[src/rtl/osc_fmt_pkg.sv]
// Shared definitions for the oscillator frame formatter: FSM state encoding
// and the ASCII code points used to build the text line.
package osc_fmt_pkg;

  typedef enum logic [2:0] {
    IDLE    = 3'd0,
    HEX_A   = 3'd1,
    SEP     = 3'd2,
    HEX_B   = 3'd3,
    CHK_SEP = 3'd4,
    CHK     = 3'd5,
    CR      = 3'd6,
    LF      = 3'd7
  } fmt_state_e;

  localparam logic [7:0] ASC_SP   = 8'h20;
  localparam logic [7:0] ASC_CR   = 8'h0D;
  localparam logic [7:0] ASC_LF   = 8'h0A;
  localparam logic [7:0] ASC_0    = 8'h30;
  localparam logic [7:0] ASC_A_UC = 8'h41;
  localparam logic [7:0] ASC_A_LC = 8'h61;

endpackage

[src/rtl/osc_hex_ascii.sv]
// Combinational nibble to ASCII hex digit converter.
// UPPERCASE selects 'A'-'F' (nonzero) or 'a'-'f' (zero) for values 10-15.
module osc_hex_ascii
  import osc_fmt_pkg::*;
#(
  parameter int UPPERCASE = 1
) (
  input  logic [3:0] nib,
  output logic [7:0] ascii
);

  // Map 0-9 onto '0'-'9' and 10-15 onto the selected letter range.
  always_comb begin
    ascii = 8'h00;
    if (nib < 4'd10) begin
      ascii = ASC_0 + {4'h0, nib};
    end else if (UPPERCASE != 0) begin
      ascii = ASC_A_UC + ({4'h0, nib} - 8'd10);
    end else begin
      ascii = ASC_A_LC + ({4'h0, nib} - 8'd10);
    end
  end

endmodule

[src/rtl/osc_frame_fmt.sv]
// Oscillator counter frame formatter.
// Captures {cnt_3v3, cnt_2v5} on sample_i and streams the ASCII line
// "HHHH.. HHHH..\r\n" as a valid/ready byte stream for a UART.
// Optional build macro OSC_FMT_CHKSUM_EN appends " XX" (byte-wise XOR of the
// captured sample) before CR LF.
// All outputs are registered; each register loads from the decoded next state,
// so the first digit appears one cycle after the sample strobe.
module osc_frame_fmt
  import osc_fmt_pkg::*;
#(
  parameter int CH_W      = 32,
  parameter int UPPERCASE = 1
) (
  input  logic              clk_i,
  input  logic              rst_ni,
  input  logic              sample_i,
  input  logic [2*CH_W-1:0] sample_data_i,
  output logic [7:0]        tx_data_o,
  output logic              tx_valid_o,
  input  logic              tx_ready_i,
  output logic              busy_o,
  output logic              frame_done_o,
  output logic              overrun_o,
  input  logic              ovr_clr_i
);

  localparam int NDIG  = CH_W / 4;
  localparam int IDX_W = (NDIG > 1) ? $clog2(NDIG) : 1;
  localparam logic [IDX_W-1:0] IDX_TOP  = IDX_W'(NDIG - 1);
  localparam logic [IDX_W-1:0] IDX_ONE  = IDX_W'(1);
  localparam logic [IDX_W-1:0] IDX_ZERO = {IDX_W{1'b0}};

  fmt_state_e          state_r, next_state_s;
  logic [2*CH_W-1:0]   cap_r, next_cap_s;
  logic [IDX_W-1:0]    idx_r, next_idx_s;
  logic [7:0]          tx_data_r, next_data_s;
  logic                tx_valid_r;
  logic                busy_r;
  logic                done_r;
  logic                ovr_r;
  logic                ovr_set_s;
  logic                fire_s;
  logic [CH_W-1:0]     hex_src_s;
  logic [3:0]          nib_s;
  logic [7:0]          asc_s;

  assign fire_s = tx_valid_r & tx_ready_i;

`ifdef OSC_FMT_CHKSUM_EN
  logic [7:0] chk_s;

  // XOR of every byte of the captured sample.
  function automatic logic [7:0] byte_xor(input logic [2*CH_W-1:0] v);
    logic [7:0] acc;
    acc = 8'h00;
    for (int i = 0; i < (2 * CH_W) / 8; i++) begin
      acc = acc ^ v[i*8 +: 8];
    end
    return acc;
  endfunction

  assign chk_s = byte_xor(next_cap_s);
`endif

  // State, capture and digit-index registers.
  always_ff @(posedge clk_i or negedge rst_ni) begin
    if (!rst_ni) begin
      state_r <= IDLE;
      cap_r   <= {(2*CH_W){1'b0}};
      idx_r   <= IDX_ZERO;
    end else begin
      state_r <= next_state_s;
      cap_r   <= next_cap_s;
      idx_r   <= next_idx_s;
    end
  end

  // Next-state logic: advance only on an accepted byte; LF acceptance may
  // chain straight into a new frame when a sample arrives in that cycle.
  always_comb begin
    next_state_s = state_r;
    next_cap_s   = cap_r;
    next_idx_s   = idx_r;
    ovr_set_s    = 1'b0;
    case (state_r)
      IDLE: begin
        if (sample_i) begin
          next_state_s = HEX_A;
          next_cap_s   = sample_data_i;
          next_idx_s   = IDX_TOP;
        end else begin
          next_state_s = IDLE;
        end
      end
      HEX_A: begin
        if (fire_s && (idx_r == IDX_ZERO)) begin
          next_state_s = SEP;
        end else if (fire_s) begin
          next_idx_s = idx_r - IDX_ONE;
        end else begin
          next_idx_s = idx_r;
        end
      end
      SEP: begin
        if (fire_s) begin
          next_state_s = HEX_B;
          next_idx_s   = IDX_TOP;
        end else begin
          next_state_s = SEP;
        end
      end
      HEX_B: begin
        if (fire_s && (idx_r == IDX_ZERO)) begin
`ifdef OSC_FMT_CHKSUM_EN
          next_state_s = CHK_SEP;
`else
          next_state_s = CR;
`endif
        end else if (fire_s) begin
          next_idx_s = idx_r - IDX_ONE;
        end else begin
          next_idx_s = idx_r;
        end
      end
`ifdef OSC_FMT_CHKSUM_EN
      CHK_SEP: begin
        if (fire_s) begin
          next_state_s = CHK;
          next_idx_s   = IDX_ONE;
        end else begin
          next_state_s = CHK_SEP;
        end
      end
      CHK: begin
        if (fire_s && (idx_r == IDX_ZERO)) begin
          next_state_s = CR;
        end else if (fire_s) begin
          next_idx_s = idx_r - IDX_ONE;
        end else begin
          next_idx_s = idx_r;
        end
      end
`endif
      CR: begin
        if (fire_s) begin
          next_state_s = LF;
        end else begin
          next_state_s = CR;
        end
      end
      LF: begin
        if (fire_s && sample_i) begin
          next_state_s = HEX_A;
          next_cap_s   = sample_data_i;
          next_idx_s   = IDX_TOP;
        end else if (fire_s) begin
          next_state_s = IDLE;
        end else begin
          next_state_s = LF;
        end
      end
      default: begin
        next_state_s = IDLE;
        next_idx_s   = IDX_ZERO;
      end
    endcase
    // A strobe while busy is dropped, except the one that chains off the LF.
    if (sample_i && (state_r != IDLE) && !((state_r == LF) && fire_s)) begin
      ovr_set_s = 1'b1;
    end else begin
      ovr_set_s = 1'b0;
    end
  end

  // Select the nibble that the next state will present.
  always_comb begin
    hex_src_s = next_cap_s[CH_W-1:0];
    nib_s     = 4'h0;
    if (next_state_s == HEX_A) begin
      hex_src_s = next_cap_s[2*CH_W-1:CH_W];
    end else begin
      hex_src_s = next_cap_s[CH_W-1:0];
    end
`ifdef OSC_FMT_CHKSUM_EN
    if (next_state_s == CHK) begin
      nib_s = next_idx_s[0] ? chk_s[7:4] : chk_s[3:0];
    end else begin
      nib_s = hex_src_s[{next_idx_s, 2'b00} +: 4];
    end
`else
    nib_s = hex_src_s[{next_idx_s, 2'b00} +: 4];
`endif
  end

  osc_hex_ascii #(
    .UPPERCASE(UPPERCASE)
  ) u_hex (
    .nib  (nib_s),
    .ascii(asc_s)
  );

  // Output byte decode for the next state.
  always_comb begin
    next_data_s = 8'h00;
    case (next_state_s)
      HEX_A, HEX_B: next_data_s = asc_s;
      SEP:          next_data_s = ASC_SP;
`ifdef OSC_FMT_CHKSUM_EN
      CHK_SEP:      next_data_s = ASC_SP;
      CHK:          next_data_s = asc_s;
`endif
      CR:           next_data_s = ASC_CR;
      LF:           next_data_s = ASC_LF;
      IDLE:         next_data_s = 8'h00;
      default:      next_data_s = 8'h00;
    endcase
  end

  // Registered stream outputs, frame-done pulse and sticky overrun (set wins).
  always_ff @(posedge clk_i or negedge rst_ni) begin
    if (!rst_ni) begin
      tx_data_r  <= 8'h00;
      tx_valid_r <= 1'b0;
      busy_r     <= 1'b0;
      done_r     <= 1'b0;
      ovr_r      <= 1'b0;
    end else begin
      tx_data_r  <= next_data_s;
      tx_valid_r <= (next_state_s != IDLE);
      busy_r     <= (next_state_s != IDLE);
      done_r     <= (state_r == LF) && fire_s;
      ovr_r      <= ovr_set_s | (ovr_r & ~ovr_clr_i);
    end
  end

  assign tx_data_o    = tx_data_r;
  assign tx_valid_o   = tx_valid_r;
  assign busy_o       = busy_r;
  assign frame_done_o = done_r;
  assign overrun_o    = ovr_r;

endmodule
[config.mk]
export PLATFORM = sky130hd
export DESIGN_NAME = osc_frame_fmt
export DESIGN_NICKNAME = d
export VERILOG_FILES = /design/src/rtl/osc_fmt_pkg.sv /design/src/rtl/osc_hex_ascii.sv /design/src/rtl/osc_frame_fmt.sv
export SDC_FILE = /design/constraint.sdc
export NUM_CORES = 1
export LEC_CHECK = 0
export ABC_AREA = 1
export ABC_CLOCK_PERIOD_IN_PS = 2850
export CAP_MARGIN = 20
export CELL_PAD_IN_SITES_DETAIL_PLACEMENT = 0
export CELL_PAD_IN_SITES_GLOBAL_PLACEMENT = 1
export CORE_UTILIZATION = 30
export CTS_CLUSTER_SIZE = 8
export DETAILED_ROUTE_END_ITERATION = 10
export GPL_TIMING_DRIVEN = 1
export PLACE_DENSITY = 0.67
export SYNTH_ARGS = -nofsm -noshare
export SYNTH_HDL_FRONTEND = slang
export SYNTH_SLANG_ARGS = --single-unit
[constraint.sdc]
create_clock -name clk_i -period 2.85 [get_ports clk_i]
set_input_delay 0.57 -clock clk_i [delete_from_list [all_inputs] [get_ports clk_i]]
set_output_delay 0.57 -clock clk_i [all_outputs]
set_load 0.05 [all_outputs]
==> impl_metrics.toml <==
[sta]
timing.setup.tns_ns = -0.002201
fin_ws_ns = -0.002201
timing.fmax_mhz = 350.6
setup_viol = 1
final_hold_viol_count = 0
period_share = 1.001
relSlewSlack = 0.6665
worst_pin_slew_ns = 0.4987
rsz0062_at_grt = "true"
period_minus_slack_ns = 2.852
finalClockSkew_ns = 0.008327
final_max_slew_viol_count = 0

[cts]
cts-buffers-inserted = 9
path_clk_slew_ns = 0.06
cts.sinks = 80
htree_levels = 3
ctsHoldBuffers = 0
clk_latency_ns = 0.35
tritoncts = "done"
root_buffer = "clkbuf_16"
cts_buffer_depth = 2

[floorplanning]
core-area_um2 = 13990
die_x_um = 122.3
pin_count = 81
start_util = 0.3104
row_count = 43
die_y_um = 122.3
die_area_um2 = 14960

[global_routing]
grt_overflow = 0
antenna_found_initial = 0
grtUsageTotal = 0.1731
grt_first_pass_wirelength_um = 19800
grt_max_degree = 81
grt_pass1_vias = 4060

[yosys]
synth_top_area_share = 0.4611
syn_area_um2 = 4342
synthTopCellsByArea = "dfrtp_1 (46%), nand2_1 (23%), nand3_1 (6.3%), inv_1 (4.1%), buf_6 (2.9%)"
synth_edf_count = 0
synth-simple-area-share = 0.3527
synthTopCellsByCount = "nand2_1 (264), dfrtp_1 (80), nand3_1 (55), inv_1 (47), nor2_1 (18)"
synthArstFlopShare = 1.000
yosysSeqAreaShare = 0.4611
yosysMostFrequentCell = "nand2_1"
synth_ff_type = "dfrtp_1"
synth_mux_area_frac = 0
synth_area_leader_cell = "dfrtp_1"
syn_avg_cell_area_um2 = 7.644
synth-adder-area-share = 0.02017
synth_compound_area_frac = 0.07003
yosys_warnings = 0
synth_cell_types = 32
syn_nets = 644
synth_xor_area_frac = 0.002017
postSynthCellCount = 568
ys_ff_latch = 80
synth_top_family_by_area = "simple AND/OR/NAND/NOR gates"

[hold_path]
min_path_type = "in -> async"

[routing]
viasPerCell = 4.516
dr.pass1.iters = 4
routed-via-count = 4019
ant_nets = 0
routed_wl_um = 12390
drtIter0Drc = 203
wl_per_cell_um = 13.92
drc_errors = 0

[flow_run]
drv_cap = 0

[placed_design]
port_buffers = 79
hpwl_um = 7827
gp_congestion = 0.8308
postPlaceCellArea_um2 = 5533

[cells_and_area]
drive_above_1_share = 0.2535
multi_input_area_um2 = 2302
syn2layout_area_growth_pct = 50.78
layout.nets = 781
nFillCells = 1401
stdcell_area_um2 = 6546
diodes = 0
regArea_um2 = 2007

[setup_path]
rr_startpoint = "idx_r[1]"
path_delay_family = "simple AND/OR/NAND/NOR gates"
critPathLaunchType = "register"
crit_path_top_delay_cell = "dfrtp_1"
critPathRequiredTime_ns = 3.09
path_buf_inv = 6
cpPeakStageDelay_ns = 0.37
critical_path.max_fanout = 7
cp.arrival_ns = 3.09
cp-startpoint = "idx_r[1]"
critPathKind = "reg -> reg"
cp-end-kind = "register"

[outcome]
status = "complete, but fails checks"
violations = "negative setup slack"
==> metal layers <==
metal / vias up / global-route usage / wire (um)
li1: 2050 / - / -
met1: 1881 / 0.2350 / 5865
met2: 75 / 0.2739 / 5802
met3: 13 / 0.03671 / 556
met4: 0 / 0.05488 / 161
met5: - / 0 / 0
==> kinds of logic after synthesis <==
group	count (synthesis)
adder cells (fa/ha/maj)	7
other	1
XOR/XNOR	1
buffers and inverters	77
AO/OA/AOI/OAI	45
AND/OR/NAND/NOR	357
flip-flops	80
==> layout by cell type, fill, tap and decap left out, types with 11 or more instances in the layout <==
master	count
clkdlybuf4s50_1	76
nand3_1	39
nand2_1	242
nand3_2	17
inv_2	11
o21a_1	15
buf_4	49
dfrtp_1	76
inv_1	40
nand2_2	23
==> worst register-to-register path, cell delays in order, from the launching register on <==
cell     delay (ns)
dfrtp_1        0.37
inv_2          0.09
ha_4           0.15
buf_6          0.10
nand2_4        0.06
nor2_4         0.14
buf_6          0.10
nor2_2         0.03
nand2_1        0.07
nand2_2        0.09
nor3_4         0.23
buf_6          0.17
nand2_2        0.06
nand3_2        0.07
nand3_2        0.08
nand2_2        0.09
inv_2          0.06
ha_4           0.16
inv_4          0.05
ha_4           0.21
nand2_4        0.08
nor2_4         0.04
nand3_2        0.04
nand2_1        0.06
nor2_1         0.10
nor2_1         0.05
==> final timing paths <==
path                       cells after the start      endpoint  slack (ns)
hold / removal                                 1     cap_r[37]        0.16
setup / recovery                              25  tx_data_o[4]      -0.002
setup reg to reg                              25  tx_data_o[4]      -0.002
min in group clk_i                             2     cap_r[55]        0.47
hold reg to reg                                2     cap_r[55]        0.47
max in group asynchronous                      2    state_r[2]        2.09
==> state kept, by name (all words and copies together) (netlist names) <==
name,cells
overrun_o,1
cap_r,64
state_r,3
busy_o,1
idx_r,3
tx_data_o,7
frame_done_o,1
==> per-stage QoR <==
step / utilization / instances / hold WS, ns / setup slack (ns)
after CTS: 0.4428 / 880 / 0.4456 / 0.004457
after global routing: 0.4680 / 890 / 0.1951 / -0.1528
after global placement: 0.3955 / 849 / 0.4508 / -0.6131
after detailed placement: 0.3955 / 849 / 0.4552 / -0.6802
after floorplan: - / 568 / 0.2744 / 0.08975
final: 0.4680 / 890 / 0.1604 / -0.002201
==> area by class of cell <==
type / count / area share
Multi-Input combinational cell: 414 / 0.3517
Sequential cell: 80 / 0.3066
Inverter: 54 / 0.03211
Tap cell: 180 / 0.03440
Clock inverter: 7 / 0.01529
Timing Repair Buffer: 146 / 0.2255
Clock buffer: 9 / 0.03440
==> what timing repair did <==
item                                    CTS  global route
gates resized for setup                  40            61
endpoints found under the setup margin    7             7
pin swaps                                13            50
setup buffers                            10             9
cloned                                    5             2
Power is left out: the tool's default activity adds up to more than one toggle a clock period on the data nets, which glitch-free logic cannot reach.
